## src/rtl/uart_pkg.sv

```systemverilog
`default_nettype none
// ----------------------------------------------------------------------------
// uart_pkg -- shared UART frame constants and receiver state encoding. Rev 1.0
// ----------------------------------------------------------------------------
package uart_pkg;

  localparam int DEFAULT_CLK_FREQ  = 10_000_000;
  localparam int DEFAULT_BAUD_RATE = 115_200;

  localparam int DATA_BITS = 8;
  localparam int STOP_BITS = 1;

  typedef enum logic [2:0] {
    ST_IDLE      = 3'd0,
    ST_START     = 3'd1,
    ST_DATA      = 3'd2,
    ST_STOP      = 3'd3,
    ST_WAIT_IDLE = 3'd4
  } rx_state_e;

endpackage
`default_nettype wire

```

## src/rtl/uart_rx_sync.sv

```systemverilog
`default_nettype none
// ----------------------------------------------------------------------------
// uart_rx_sync -- two-flop synchronizer for an asynchronous input. Rev 1.0
// ----------------------------------------------------------------------------
module uart_rx_sync #(
  parameter logic RESET_VAL = 1'b1
) (
  input  logic clk,
  input  logic rst_n,
  input  logic d,
  output logic q
);

  logic meta_q;
  logic meta_d;
  logic sync_q;
  logic sync_d;

  always_comb begin
    meta_d = d;
    sync_d = meta_q;
  end

  always_ff @(posedge clk or negedge rst_n) begin
    if (!rst_n) begin
      meta_q <= RESET_VAL;
      sync_q <= RESET_VAL;
    end else begin
      meta_q <= meta_d;
      sync_q <= sync_d;
    end
  end

  assign q = sync_q;

endmodule
`default_nettype wire

```

## src/rtl/uart_rx.sv

```systemverilog
`default_nettype none
// ----------------------------------------------------------------------------
// uart_rx -- 8N1 UART receiver, mid-bit sampling, valid/ready holding register. Rev 1.0
// ----------------------------------------------------------------------------
module uart_rx
  import uart_pkg::*;
#(
  parameter int CLK_FREQ  = DEFAULT_CLK_FREQ,
  parameter int BAUD_RATE = DEFAULT_BAUD_RATE
) (
  input  logic       clk,
  input  logic       rst_n,
  input  logic       rx,
  output logic [7:0] rx_data,
  output logic       rx_valid,
  input  logic       rx_ready,
  output logic       frame_err,
  output logic       overrun,
  output logic       busy
);

  localparam int SYMBOL_COUNT = CLK_FREQ / BAUD_RATE;
  localparam int HALF_COUNT   = SYMBOL_COUNT / 2;
  localparam int CNT_W        = $clog2(SYMBOL_COUNT);
  localparam int BIT_W        = $clog2(DATA_BITS + STOP_BITS);

  localparam logic [CNT_W-1:0] SYM_LAST  = CNT_W'(SYMBOL_COUNT - 1);
  localparam logic [CNT_W-1:0] HALF_LAST = CNT_W'(HALF_COUNT - 1);
  localparam logic [BIT_W-1:0] BIT_LAST  = BIT_W'(DATA_BITS - 1);

  logic rx_s;

  uart_rx_sync #(
    .RESET_VAL (1'b1)
  ) u_sync (
    .clk   (clk),
    .rst_n (rst_n),
    .d     (rx),
    .q     (rx_s)
  );

  rx_state_e            state_q,     state_d;
  logic [CNT_W-1:0]     clk_cnt_q,   clk_cnt_d;
  logic [BIT_W-1:0]     bit_cnt_q,   bit_cnt_d;
  logic [DATA_BITS-1:0] shift_q,     shift_d;
  logic [7:0]           rx_data_q,   rx_data_d;
  logic                 rx_valid_q,  rx_valid_d;
  logic                 frame_err_q, frame_err_d;
  logic                 overrun_q,   overrun_d;
  logic                 stop_good;

  always_comb begin
    state_d     = state_q;
    clk_cnt_d   = clk_cnt_q + 1'b1;
    bit_cnt_d   = bit_cnt_q;
    shift_d     = shift_q;
    rx_data_d   = rx_data_q;
    rx_valid_d  = rx_valid_q;
    frame_err_d = 1'b0;
    overrun_d   = 1'b0;
    stop_good   = 1'b0;

    if (rx_valid_q && rx_ready) begin
      rx_valid_d = 1'b0;
    end

    case (state_q)
      ST_IDLE: begin
        clk_cnt_d = '0;
        if (!rx_s) begin
          state_d = ST_START;
        end
      end
      ST_START: begin
        if (clk_cnt_q == HALF_LAST) begin
          clk_cnt_d = '0;
          bit_cnt_d = '0;
          // A line already back high at mid start bit was only a glitch.
          state_d   = rx_s ? ST_IDLE : ST_DATA;
        end
      end
      ST_DATA: begin
        if (clk_cnt_q == SYM_LAST) begin
          clk_cnt_d = '0;
          shift_d   = {rx_s, shift_q[DATA_BITS-1:1]};
          if (bit_cnt_q == BIT_LAST) begin
            state_d = ST_STOP;
          end else begin
            bit_cnt_d = bit_cnt_q + 1'b1;
          end
        end
      end
      ST_STOP: begin
        if (clk_cnt_q == SYM_LAST) begin
          clk_cnt_d = '0;
          if (rx_s) begin
            stop_good = 1'b1;
            state_d   = ST_IDLE;
          end else begin
            frame_err_d = 1'b1;
            state_d     = ST_WAIT_IDLE;
          end
        end
      end
      ST_WAIT_IDLE: begin
        clk_cnt_d = '0;
        if (rx_s) begin
          state_d = ST_IDLE;
        end
      end
      default: begin
        clk_cnt_d = '0;
        state_d   = ST_IDLE;
      end
    endcase

    // A consumer draining the register in the completion cycle makes room for the new byte.
    if (stop_good) begin
      if (!rx_valid_q || rx_ready) begin
        rx_data_d  = shift_q;
        rx_valid_d = 1'b1;
      end else begin
        overrun_d = 1'b1;
      end
    end
  end

  always_ff @(posedge clk or negedge rst_n) begin
    if (!rst_n) begin
      state_q     <= ST_IDLE;
      clk_cnt_q   <= '0;
      bit_cnt_q   <= '0;
      shift_q     <= '0;
      rx_data_q   <= '0;
      rx_valid_q  <= 1'b0;
      frame_err_q <= 1'b0;
      overrun_q   <= 1'b0;
    end else begin
      state_q     <= state_d;
      clk_cnt_q   <= clk_cnt_d;
      bit_cnt_q   <= bit_cnt_d;
      shift_q     <= shift_d;
      rx_data_q   <= rx_data_d;
      rx_valid_q  <= rx_valid_d;
      frame_err_q <= frame_err_d;
      overrun_q   <= overrun_d;
    end
  end

  assign rx_data   = rx_data_q;
  assign rx_valid  = rx_valid_q;
  assign frame_err = frame_err_q;
  assign overrun   = overrun_q;
  assign busy      = (state_q != ST_IDLE);

endmodule
`default_nettype wire

```

## config.mk

```make
export PLATFORM = sky130hd
export DESIGN_NAME = uart_rx
export DESIGN_NICKNAME = d
export VERILOG_FILES = /design/src/rtl/uart_pkg.sv /design/src/rtl/uart_rx_sync.sv /design/src/rtl/uart_rx.sv
export SDC_FILE = /design/constraint.sdc
export NUM_CORES = 1
export LEC_CHECK = 0
export CAP_MARGIN = 25
export CORE_MARGIN = 5
export CORE_UTILIZATION = 30
export CTS_BUF_LIST = sky130_fd_sc_hd__clkbuf_8
export DETAILED_ROUTE_END_ITERATION = 10
export PLACE_DENSITY = 0.48
export SLEW_MARGIN = 0
export SYNTH_ARGS = -nofsm -noshare
export SYNTH_HDL_FRONTEND = slang
export SYNTH_HIERARCHICAL = 1
export SYNTH_SLANG_ARGS = --single-unit
```

## constraint.sdc

```tcl
create_clock -name clk -period 3 [get_ports clk]
set_clock_uncertainty 0.2 [all_clocks]
set_input_delay 0.6 -clock clk [delete_from_list [all_inputs] [get_ports clk]]
set_output_delay 0.6 -clock clk [all_outputs]
set_load 0.01 [all_outputs]
```

== Word level (Yosys, flattened, before mapping) ==
Cells that the tools add are included.

* Bits in registers: 35
* Bits of input ports: 4
* Output and inout bits: 12
* Logic and storage cells: 64

* $add $sub $neg: 2
* Equal/unequal tests: 14
* Multiplexer cells: 27
* Reduce and logical (&&, ||, !) cells: 11

{| class="wikitable"
|+ Operators with widths
! kind !! count
|-
| $mux W3 || 7
|-
| $pmux W3 S5 || 1
|-
| $mux W7 || 2
|-
| $pmux W7 S2 || 1
|-
| $mux W4 || 3
|-
| $ne A2 B2 Y1 const B || 6
|-
| $mux W1 || 11
|-
| $pmux W4 S2 || 1
|-
| $add A7 B1 Y7 const B || 1
|-
| $eq A7 B6 Y1 const B || 1
|-
| $eq A7 B7 Y1 const B || 1
|-
| $eq A3 B2 Y1 const B || 2
|-
| $reduce_and A6 Y1 || 1
|-
| $add A4 B1 Y4 const B || 1
|-
| $eq A4 B3 Y1 const B || 1
|-
| $reduce_and A2 Y1 || 2
|-
| $reduce_and A4 Y1 || 1
|-
| $eq A3 B1 Y1 const B || 1
|-
| $eq A3 B3 Y1 const B || 1
|-
| $logic_not A3 Y1 || 1
|-
| $reduce_bool A3 Y1 || 1
|-
| $mux W2 || 1
|-
| $ne A2 B1 Y1 const B || 1
|-
| $reduce_bool A2 Y1 || 1
|-
| 4 further kinds || 4
|}

== Logic depth before layout (Yosys ltp) ==
* Depth in word-level cells: 4
* Depth in mapped cells: 7
* Gate-level depth less buffers: 6

== Hierarchy ==
Netlist, hierarchy kept.

{| class="wikitable"
|+ By module, submodules not included
! module !! instances !! cells an instance !! area an instance (um2) !! seq. area each (um2)
|-
| uart_rx || 1 || 122 || 1,551.5 || 825.8
|-
| uart_rx_sync || 1 || 2 || 52.6 || 52.6
|}

== Worst setup path after synthesis ==
OpenSTA, ideal clock, no wires.

* Kind: register to register
* Start: reg clk_cnt_q[5]
* End: reg rx_data_q[0], in the netlist rx_data[0]
* Setup time: 0.125 ns
* Arrival time: 1.424 ns
* Data required time: 2.675 ns
* Slack: 1.250 ns
* Stages on the path, launching flop included: 6
* Buffers on the path: 1
* Period minus slack after synthesis: 1.750 ns
* Cell sequence: dfrtp_1 and4b_4 nand4_2 nor2b_2 buf_6 mux2_4

* Word-level cells in the longest chain between the ends: 4

{| class="wikitable"
|+ RTL lines
! what !! RTL line !! text
|-
| start, declared || uart_rx.sv:43 || <nowiki>logic [CNT_W-1:0] clk_cnt_q, clk_cnt_d;</nowiki>
|-
| start signal, assigned || uart_rx.sv:140 || <nowiki>clk_cnt_q <= clk_cnt_d;</nowiki>
|-
| $eq A7 B7 Y1 || uart_rx.sv:94 || <nowiki>if (clk_cnt_q == SYM_LAST) begin</nowiki>
|-
| $mux W1 || uart_rx.sv:94 ||
|-
| $mux W1 || uart_rx.sv:67 || <nowiki>case (state_q)</nowiki>
|-
| $reduce_and A2 Y1 (no line) || n/a ||
|-
| end signal, assigned || uart_rx.sv:143 || <nowiki>rx_data_q <= rx_data_d;</nowiki>
|-
| end, declared || uart_rx.sv:46 || <nowiki>logic [7:0] rx_data_q, rx_data_d;</nowiki>
|}

No other way between the ends.
A chain may end at the register's enable or synchronous reset.

== Worst setup path in the final report ==
* Start: reg state_q[1]
* End: out busy

* Word-level cells in the longest chain between the ends: 1

{| class="wikitable"
|+ RTL lines
! what !! RTL line !! text
|-
| start, declared || uart_rx.sv:42 || <nowiki>rx_state_e state_q, state_d;</nowiki>
|-
| start signal, assigned || uart_rx.sv:139 || <nowiki>state_q <= state_d;</nowiki>
|-
| $reduce_bool A3 Y1 || uart_rx.sv:154 || <nowiki>assign busy = (state_q != ST_IDLE);</nowiki>
|-
| end, declared || uart_rx.sv:19 || <nowiki>output logic busy</nowiki>
|}

No other way between the ends.

==> metrics <==
syn_nets 132; ys flop type dfrtp_1; Worst-Margin Slew 557 ps; Seq/Total Area, Yosys 54.8%; Starting Density 31.2%; number of H-tree levels 2; cts repair resizes 0; hold-fix buffers at CTS 0; crit path from state_q[1]; CP Launch Type register; Die X 83.1 µm; Slew headroom 62.7%; final hold vios 0; RSZ-0062 raised after global routing no; Worst setup EP type primary output; max-cap viol count 0; Slowest-stage cell, CP dfrtp_1; Area contributors post-synth dfrtp_1 51%, mux2_4 7.5%, mux2_1 5.6%; Final Core Density 37.0%; crit path max fanout 10; Post-synth EDFFs 0; area grow syn2layout 18.7%; final net count 152; YS warnings 6; critical hold path startpoint u_sync/meta_q; CP peak stage delay 480 ps; PD cells 455 mW/mm²; Tot GR Track Use 8.41%; GPL Wtd Cong 0.808; first-pass GRT wire length 4640 µm; met3 Use GR 3.27%; setup_tns 0 ps; DR DRC count 0; Clock Tree Buf Depth 2; root buffer cell clkbuf_8; busiest grt layer met2; post-route antenna net violation count 0; CP cell instances or3_1, clkdlybuf4s50_1; TritonCTS clock tree built; FF-to-FF path depth 4; Routed WL 2630 µm; initial drt markers 21; area of the core 0.00514 mm²; input/output buffers 15; CP Capture Point busy; layout cells sized above 1 17.2%; synthesized area per cell 12.9 µm²; met2 Usage GRT 13.6%; Synth Cell Area 0.00160 mm²; clock latency on the worst-skew pair 280 ps; largest net degree at the start of global routing 36; Leak 0.881 nW; crit path DAT 1650 ps; initial antenna violation count 0; clock sinks 35; Reg2Reg Launch Point clk_cnt_q[5]; Stages on worst setup path 2; upper clock frequency limit 408 MHz; flops & latches, synth 35; DP HPWL 1950 µm; Synth area leader dfrtp_1; min Tclk post-route 2450 ps; row cnt 26; Synth top area share 51.5%; VDD IR-drop max 180 µV; reg2reg end rx_data[3]; CTS buffer count 5; vias post-DR 950; die area 0.00691 mm²; Synth Instances 124; Netlist cell types 36; Crit path max-delay family flip-flops; CTS clock-pin slew for the worst setup and hold paths 60 ps; die extent in y 83.1 µm; asr flop ratio synth 100%; TritonRoute pass-1 iters 4; CP Buf/Inv Count 1; setup slack, reg-to-reg 910 ps; Crit path required time 2200 ps; Ant. Diodes 0; Post-CTS Setup Inserts 0; num ports 16; grt ovf 0; WL/cell 12.2 µm; vias in the first global route 994; final worst path period share 81.7%; vias per cell 4.42; Worst Hold Class reg -> reg; met1 Use GR 9.76%; Crit Path Class reg -> out; Slew Viols, Final 0; # setup viols final 0; status finished, final reports clean
## cell usage after synthesis, types with 2 or more instances
cell type	instances
ha_1	4
mux2_1	8
nand2_1	5
inv_1	6
o21ai_0	2
or3_1	2
mux2i_1	2
buf_4	2
a21oi_1	3
xnor2_1	3
nand2b_1	4
and3_1	3
xor2_1	2
nand3_1	5
o21ai_1	2
nor2_1	11
dfrtp_1	33
dfstp_2	2
mux2_4	8
## state kept, by name, summed over array words and instances (netlist names)
| signal | cells |
|---|---|
| shift_q | 8 |
| bit_cnt_q | 4 |
| rx_valid | 1 |
| frame_err | 1 |
| rx_data | 8 |
| overrun | 1 |
| clk_cnt_q | 7 |
| u_sync/meta_q | 1 |
| u_sync/q | 1 |
| state_q | 3 |
## cell families (layout without fill, tap and decap cells)
group	Yosys count	in the layout	synth area share, %
AO/OA/AOI/OAI	13	13	6.63
multiplexers	18	18	14.4
adder cells (fa/ha/maj)	4	4	3.12
buffers and inverters	9	30	3.04
flip-flops	35	35	54.8
AND/OR/NAND/NOR	40	40	15.4
XOR/XNOR	5	5	2.73
## per-stage QoR
stage	std cells	setup slack, ps	hold WS [ps]	instance area, µm²	power, mW
after floorplan	124	1250	104	1600	0.540
final	215	550	157	1900	0.867
after CTS	215	517	157	1900	0.888
after global placement	207	690	148	1820	0.565
after global routing	215	487	165	1900	0.912
after detailed placement	207	616	148	1820	0.567
## layer usage
metal / up-vias / part of all wire (%)
met5: - / 0
li1: 469 / -
met1: 459 / 46
met2: 17 / 48
met3: 5 / 4.4
met4: 0 / 1.9
## how the worst min path moves through the flow
stage | to | slack (ps) | cells past startpoint
finish | u_sync/q | 160 | 0
global route | u_sync/q | 160 | 0
CTS | u_sync/q | 160 | 0
detailed placement | u_sync/q | 150 | 0
global placement | u_sync/q | 150 | 0
floorplan | bit_cnt_q[0] | 100 | 0
## layout make-up
class / count / area [µm²]
Fill cell: 527 / 3240
Sequential cell: 35 / 878
Multi-Input combinational cell: 80 / 677
Timing Repair Buffer: 16 / 158
Tap cell: 70 / 87.6
Clock buffer: 5 / 68.8
Inverter: 6 / 22.5
Clock inverter: 3 / 12.5
## worst reg2reg max path, stage by stage (launching register included)
cell and delay [ps]:
dfrtp_1 410, and4b_4 370, nand4_2 150, nor2b_2 490, mux2_4 350
## placed cells by master (no fill, tap or decap), types with 2 or more instances in the layout
| master | synthesis | layout |
|---|---|---|
| nand2_1 | 5 | 5 |
| o21ai_0 | 2 | 2 |
| dfstp_2 | 2 | 2 |
| xor2_1 | 2 | 2 |
| xnor2_1 | 3 | 3 |
| a21oi_1 | 3 | 3 |
| or3_1 | 2 | 2 |
| o21ai_1 | 2 | 2 |
| mux2_4 | 8 | 8 |
| dfrtp_1 | 33 | 33 |
| nor2_1 | 11 | 11 |
| and3_1 | 3 | 3 |
| nand2b_1 | 4 | 4 |
| nand3_1 | 5 | 5 |
| clkbuf_8 | 0 | 5 |
| mux2i_1 | 2 | 2 |
| clkdlybuf4s50_1 | 0 | 15 |
| inv_1 | 6 | 8 |
| ha_1 | 4 | 4 |
| mux2_1 | 8 | 8 |
## report_power, final
part	leakage [nW]	internal, mW	switching [mW]	total (mW)
sequential	0.475	0.483	0.0140	0.497
clock	0.0505	0.156	0.155	0.311
combinational	0.355	0.0268	0.0327	0.0595
total	0.881	0.665	0.202	0.867
Note: power is estimated with default switching activity, not from simulation.
